===== src/rtl/adc_frame_scheduler.sv =====
// adc_frame_scheduler: pairs ADC reader ticks and issues a fixed-latency master tick per frame.
module adc_frame_scheduler #(
  parameter int DELAY_CYCLES = 100,
  parameter int PAIR_WINDOW  = 50,
  parameter int COUNT_WIDTH  = 33
) (
  input  logic                   clk_i,
  input  logic                   reset_i,
  input  logic                   enable_i,
  input  logic                   adc1_tick_i,
  input  logic                   adc2_tick_i,
  input  logic                   clear_flags_i,
  output logic                   master_tick_o,
  output logic                   busy_o,
  output logic [COUNT_WIDTH-1:0] frame_count_o,
  output logic [15:0]            missed_count_o,
  output logic signed [15:0]     skew_o,
  output logic                   unpaired_o,
  output logic                   overrun_o
);
  localparam int CW = $clog2(DELAY_CYCLES + 1);
  typedef enum logic [1:0] {IDLE, WAIT_PAIR, DELAY} state_t;
  state_t state, state_n;
  logic [CW-1:0] cnt, cnt_n;
  logic a1_first, a1_first_n;
  logic last, drop, free, start, partner, same, pair, dup, master_n;
  // cnt holds cycles elapsed since the first tick of the frame (T+cnt)
  always_comb begin
    last       = state == DELAY && cnt == CW'(DELAY_CYCLES);
    drop       = state == WAIT_PAIR && cnt == CW'(PAIR_WINDOW + 1);
    free       = state == IDLE || last || drop;
    start      = free && enable_i && (adc1_tick_i || adc2_tick_i);
    partner    = a1_first ? adc2_tick_i : adc1_tick_i;
    same       = a1_first ? adc1_tick_i : adc2_tick_i;
    pair       = state == WAIT_PAIR && !drop && partner;
    dup        = !free && (state == DELAY ? (adc1_tick_i || adc2_tick_i) : same);
    master_n   = cnt == CW'(DELAY_CYCLES - 1) && (state == DELAY || pair);
    state_n    = state;
    cnt_n      = cnt + CW'(1);
    a1_first_n = a1_first;
    if (start) begin
      state_n    = (adc1_tick_i && adc2_tick_i) ? DELAY : WAIT_PAIR;
      cnt_n      = CW'(1);
      a1_first_n = adc1_tick_i;
    end else if (free) begin
      state_n = IDLE;
      cnt_n   = '0;
    end else if (pair) begin
      state_n = DELAY;
    end
  end
  always_ff @(posedge clk_i) begin
    if (reset_i) begin
      state          <= IDLE;
      cnt            <= '0;
      a1_first       <= 1'b0;
      master_tick_o  <= 1'b0;
      busy_o         <= 1'b0;
      frame_count_o  <= '0;
      missed_count_o <= '0;
      skew_o         <= '0;
      unpaired_o     <= 1'b0;
      overrun_o      <= 1'b0;
    end else begin
      state         <= state_n;
      cnt           <= cnt_n;
      a1_first      <= a1_first_n;
      master_tick_o <= master_n;
      busy_o        <= state_n != IDLE;
      if (master_tick_o) frame_count_o <= frame_count_o + COUNT_WIDTH'(1);
      if (drop && missed_count_o != 16'hffff) missed_count_o <= missed_count_o + 16'd1;
      if (start && adc1_tick_i && adc2_tick_i) skew_o <= '0;
      else if (pair) skew_o <= a1_first ? 16'(cnt) : -16'(cnt);
      unpaired_o <= drop || (unpaired_o && !clear_flags_i);
      overrun_o  <= dup || (overrun_o && !clear_flags_i);
    end
  end
endmodule


===== config.mk =====
export PLATFORM = sky130hd
export DESIGN_NAME = adc_frame_scheduler
export DESIGN_NICKNAME = d
export VERILOG_FILES = /design/src/rtl/adc_frame_scheduler.sv
export SDC_FILE = /design/constraint.sdc
export NUM_CORES = 1
export LEC_CHECK = 0
export CELL_PAD_IN_SITES_DETAIL_PLACEMENT = 0
export CELL_PAD_IN_SITES_GLOBAL_PLACEMENT = 1
export CORE_MARGIN = 5
export CORE_UTILIZATION = 34
export DETAILED_ROUTE_END_ITERATION = 10
export GPL_ROUTABILITY_DRIVEN = 0
export PLACE_DENSITY_LB_ADDON = 0.1
export REMOVE_ABC_BUFFERS = 1
export SETUP_SLACK_MARGIN = 0.5
export SLEW_MARGIN = 20
export SYNTH_ARGS = -nofsm -noshare
export SYNTH_HDL_FRONTEND = slang
export SYNTH_SLANG_ARGS = --single-unit

===== constraint.sdc =====
create_clock -name clk_i -period 2.1 [get_ports clk_i]
set_input_delay 0.21 -clock clk_i [delete_from_list [all_inputs] [get_ports clk_i]]
set_output_delay 0.21 -clock clk_i [all_outputs]
set_load 0.01 [all_outputs]

# Word level (Yosys, flattened, before mapping)
# Index checks and enable logic that the tools add are counted.
# op_classes
add_sub_neg,4
n_div,0
n_eq_ne,6
muxes,10
shift,0
n_reduce_logical,27
n_lt_le_gt_ge,0
n_mul,0
n_bitwise,0
# op_table
operator,count
"adder 33 x 1 -> 33 bit, second input constant",1
"adder 16 x 1 -> 16 bit, second input constant",1
2-to-1 mux 16 bit,1
"inequality test 16 bit, second input constant",1
negation 7 -> 16 bit,1
"== test 7 bit, second input constant",2
logical AND 1 bit,14
2-to-1 mux 2 bit,4
"adder 7 x 1 -> 7 bit, second input constant",1
"== test 7 x 6 -> 1 bit, second input constant",1
logical OR 1 bit,6
2-to-1 mux 1 bit,5
zero test 1 bit,3
OR reduction 3 bit,1
"== test 2 x 1 -> 1 bit, second input constant",1
"== test 2 bit, second input constant",1
zero test 2 bit,1
nonzero test 2 bit,1
OR reduction 2 bit,1
# totals
ram_bits,0
latchBits,0
regBits,79
memories,0
romBits,0
inputBits,6

# Logic depth before layout (Yosys ltp)
# logic_depth
ltp_word,9
mapped_depth,8
mapped_depth_nobuf,7

# Worst setup path before layout
# Ideal clock, no wire load.
# synth_path
path_kind,register -> register
from,register cnt[0]
to,register skew_o[5]
synth_period_minus_slack_ns,1.960
arrival_ns,1.881
path_stages_with_launch,9
required_ns,2.021
path_slack_ns,0.140
n_path_buf,2
cell_sequence,dfxtp_1 > ha_1 > nor4b_4 > nor3b_2 > or3_1 > buf_6 > a41o_1 > buf_6 > a211oi_2
# synth_via
elab_chain_cells,9
word_cells_on_any_way,16
cone_classes,1 x add/sub; 2 x eq/ne; 1 x mux; 12 x reduce/logical
# synth_rtl
item,line_no,source
"start, declared",24,"logic [CW-1:0] cnt, cnt_n;"
"start signal, assigned",66,cnt <= cnt_n;
== test 7 bit,29,last = state == DELAY && cnt == CW'(DELAY_CYCLES);
logical AND 1 bit,29,
logical OR 1 bit (2 in series),31,free = state == IDLE || last || drop;
logical AND 1 bit (2 in series),32,start = free && enable_i && (adc1_tick_i || adc2_tick_i);
logical AND 1 bit (2 in series),72,if (start && adc1_tick_i && adc2_tick_i) skew_o <= '0;
OR reduction 2 bit (no source line),n/a,
"end signal, assigned",73,else if (pair) skew_o <= a1_first ? 16'(cnt) : -16'(cnt);
"end, declared",17,"output logic signed [15:0] skew_o,"
# Several ways; a longest one is shown, not always the timed one.
# A chain may end at the register's enable or synchronous reset.

# Worst setup path after layout
# layout_path
from,register cnt[0]
to,register overrun_o
# layout_via
elab_chain_cells,7
word_cells_on_any_way,9
cone_classes,2 x eq/ne; 7 x reduce/logical
# layout_rtl
item,line_no,source
== test 7 bit,29,
logical AND 1 bit,29,
logical OR 1 bit,31,
logical OR 1 bit (*),31,
zero test 1 bit (*),36,dup = !free && (state == DELAY ? (adc1_tick_i || adc2_tick_i) : same);
logical AND 1 bit (*),36,
logical OR 1 bit (*),75,overrun_o <= dup || (overrun_o && !clear_flags_i);
"end signal, assigned",75,
"end, declared",19,output logic overrun_o
# Mark *: on every way between the ends. The rest lies on a longest branch, timed or not.

==> results.env <==
WORST_SLEW_MARGIN_REL_PCT=69.7
CHIPHEIGHT_UM=112
CRITPATHMAXFANOUT=5
SYNTH.AVG_CELL_AREA_UM2=8.79
POSTSYNTH.ASYNCRESETSHARE_PCT=0
POSTSYNTH.TOPFLOPCELL='dfxtp_1'
MIN_PATH_TYPE='in2reg'
WL_ON_MET1_MM=4.20
CP-END-KIND='register'
LAYOUT.NETS=528
MAXSLEWVIOLCOUNT=0
FIN_CELLS=658
ROUTE.MET3.WL_UM=342
FIRST_GLOBAL_VIAS=3030
ANTENNA_FOUND_INITIAL=0
SYNTHESIS.AREA_UM2=3570
P_PER_AREA_nW_PER_UM2=595
WORSTSETUPSTARTPOINTTYPE='register'
FIRSTDRTPASSITERS=4
SYNTH_TOP_CELLS_BY_AREA='dfxtp_1 (43%), nor2_1 (7.8%), xor2_1 (7.1%)'
CLKSINKCOUNT=76
POST_ROUTE_CELLS_DRIVE_ABOVE_1_SHARE_PCT=27.2
YOSYSUNIQUECELLTYPES=43
DP_HPWL_MM=6.29
WORST-SLEW-PIN-TRANSITION_NS=0.454
ROUTED_WIRE_LENGTH_PER_INSTANCE_UM=14.3
STARTING_DENSITY_OF_THE_CORE_PCT=34.7
ROW_COUNT=37
CTS_HOLD_BUFFERS=0
NUM_ANTENNA_CELLS=0
VIAS_PER_CELL=4.86
R2R_START='cnt[0]'
FINAL.SETUP_SKEW_NS=0.0128
H-TREE-DEPTH=3
P_LEAK_nW=1.91
TRACK_USAGE_PCT=14.4
DRTITER0DRC=87
PLACED_AREA_UM2=4550
FF2FF_SETUP_SLACK_NS=0.34
FINAL_PERIOD_MINUS_WORST_SETUP_SLACK_NS=1.76
GRT_FIRST_PASS_WIRELENGTH_MM=15.1
HIGHEST_LAYER='met4'
REQUIRED_TIME_AT_THE_WORST_SLACK_ENDPOINT_NS=2.37
ROUTED_WL_MM=9.39
YS_SEQ_AREA_SHARE_PCT=42.6
CTS.CLK_SLEW.WORST_PATHS_NS=0.09
WORSTSETUPPATHTYPE='reg2reg'
RR_WORST_DEPTH=7
TIMING.MAX_CAP.VIOLATIONS=0
DIE-WIDTH_UM=112
TERMINATION_OF_THE_WORST_SETUP_PATH='overrun_o'
CLOCK_PATH_BUFFERS=2
IRDROPWORSTVDD_mV=0.486
INSTANCE_COUNT_OF_THE_MAPPED_NETLIST=406
CTS.ROOT.BUFFER_CELL='clkbuf_8'
SETUP_VIOL=0
DRT.ANTENNA.VIOLATING_NETS=0
GLOBALROUTE.TOTALOVERFLOW=0
POSTLAYOUTCELLAREA_UM2=5370
LAYOUT.CELLS.MOST_COMMON_LIST='nor2_1 (73), clkdlybuf4s50_1 (69), dfxtp_1 (51), buf_4 (39), xor2_1 (28)'
DRC=0
IO_BUFFERS=74
POST-LAYOUT-TOTAL-POWER_mW=3.19
SYNTH.FF_LATCH_COUNT=76
NUMPLACEDINSTANCES=621
HOLD_VIOL_FINAL=0
SYN2LAYOUT_AREA_GROWTH_PCT=50.4
FINAL.HOLD.WORST_SLACK_NS=0.288
CTS-BUFFERS-INSERTED=9
FMAX_MHz=568
SYNTHDOMINANTCELLAREASHARE_PCT=42.6
CRITICAL_PATH_ARRIVAL_NS=2.03
GRT_START_MAX_NET_PINS=35
LAYOUT_COMMONEST_CELL='nor2_1'
BOUNDARYPINS=75
CTS_TREE='built'
FP.COREAREA_UM2=10300
OUTCOME='finished clean'
NUM_VIAS=3199
PERIOD_UTILIZATION_PCT=83.8
GRT_SETUP_UNREPAIRED='true'
BEGINNING_OF_THE_CRITICAL_PATH='cnt[0]'
SYNTH-EDFF-COUNT=0
SYNTH.YOSYS.WARNINGS=0
CRIT-REG2REG-CAPTURE='overrun_o'
SYNTH_AREA_LEADER_CELL='dfxtp_1'
CLKLATENCYLATEPIN_NS=0.35
WL_MET2_MM=4.75
DIE_AREA_UM2=12600
how the worst min path moves through the flow:
stage,start,endpoint,slack [ns],cells past startpoint
after global placement,skew_o[0],skew_o[0],0.45,2
after CTS,reset_i,frame_count_o[0],0.25,2
final,reset_i,frame_count_o[0],0.29,2
after global routing,reset_i,frame_count_o[0],0.29,2
after detailed placement,skew_o[13],skew_o[13],0.45,2
after floorplan,reset_i,cnt[0],0.28,1
cell type report:
class / instances / area [um2]
multi-input cells: 303 / 2250
fillers: 992 / 4910
flip-flops and latches: 76 / 1570
repair buffers: 120 / 1120
inverters: 7 / 26.3
well taps: 136 / 170
clock inverters: 6 / 113
clock buffers: 10 / 128
registers in the layout (all words and copies together), names as in the netlist:
signal          cells
unpaired_o          1
busy_o              1
missed_count_o     16
skew_o             13
master_tick_o       1
overrun_o           1
cnt                 7
a1_first            1
state               2
frame_count_o      33
power breakdown:
group	internal [mW]	leakage, nW	switching [mW]
Clock	0.793	0.120	0.557
Sequential	1.47	0.628	0.0272
Combinational	0.168	1.17	0.179
cells in the mapped netlist (7+ instances only):
library cell	n
nand4_1	18
nand2b_1	9
inv_1	7
and3_1	7
clkbuf_1	7
nand2_1	22
xnor2_1	23
nand3_1	24
nor3_1	14
xor2_1	29
a21oi_1	15
dfxtp_1	76
nor2_1	74
metrics by stage:
step / TNS (ns) / setup slack, ns / utilization, %
global route: 0 / 0.243 / 52.2
global placement: 0 / 0.0597 / 44.3
CTS: 0 / 0.318 / 49.0
finish: 0 / 0.339 / 52.2
floorplan: -0.951 / -0.160 / -
detailed placement: 0 / 0.0323 / 44.3
critical path, stage by stage, from the launching register on:
cell     delay (ns)
dfxtp_4        0.37
ha_4           0.16
nor4b_4        0.13
nor3b_4        0.15
or3_4          0.37
buf_6          0.14
a211o_1        0.25
a21oi_1        0.12
metal layers:
layer  track usage [%]  vias to the layer above
met5                 0                        -
met2              24.7                       44
met3              3.50                        8
met4              3.85                        0
met1              18.0                     1523
li1                  -                     1624
timing repair:
item | CTS | global route
pin swaps | 18 | 19
cloned | 0 | 2
endpoints found under the setup margin | 63 | 76
setup buffers | 10 | 9
resized for setup | 41 | 66
hold endpoints to repair | 0 | 0
kinds of logic (layout without fill, tap and decap cells):
family	after synthesis	in the layout	synth area share, %
simple gates	202	202	29.7
fa+ha+maj	5	5	1.75
flops	76	76	42.6
mux	7	7	2.00
xor+xnor	52	52	12.8
buf+inv	28	143	4.31
compound gates	36	37	6.84
Note: power is estimated with default switching activity, not from simulation.
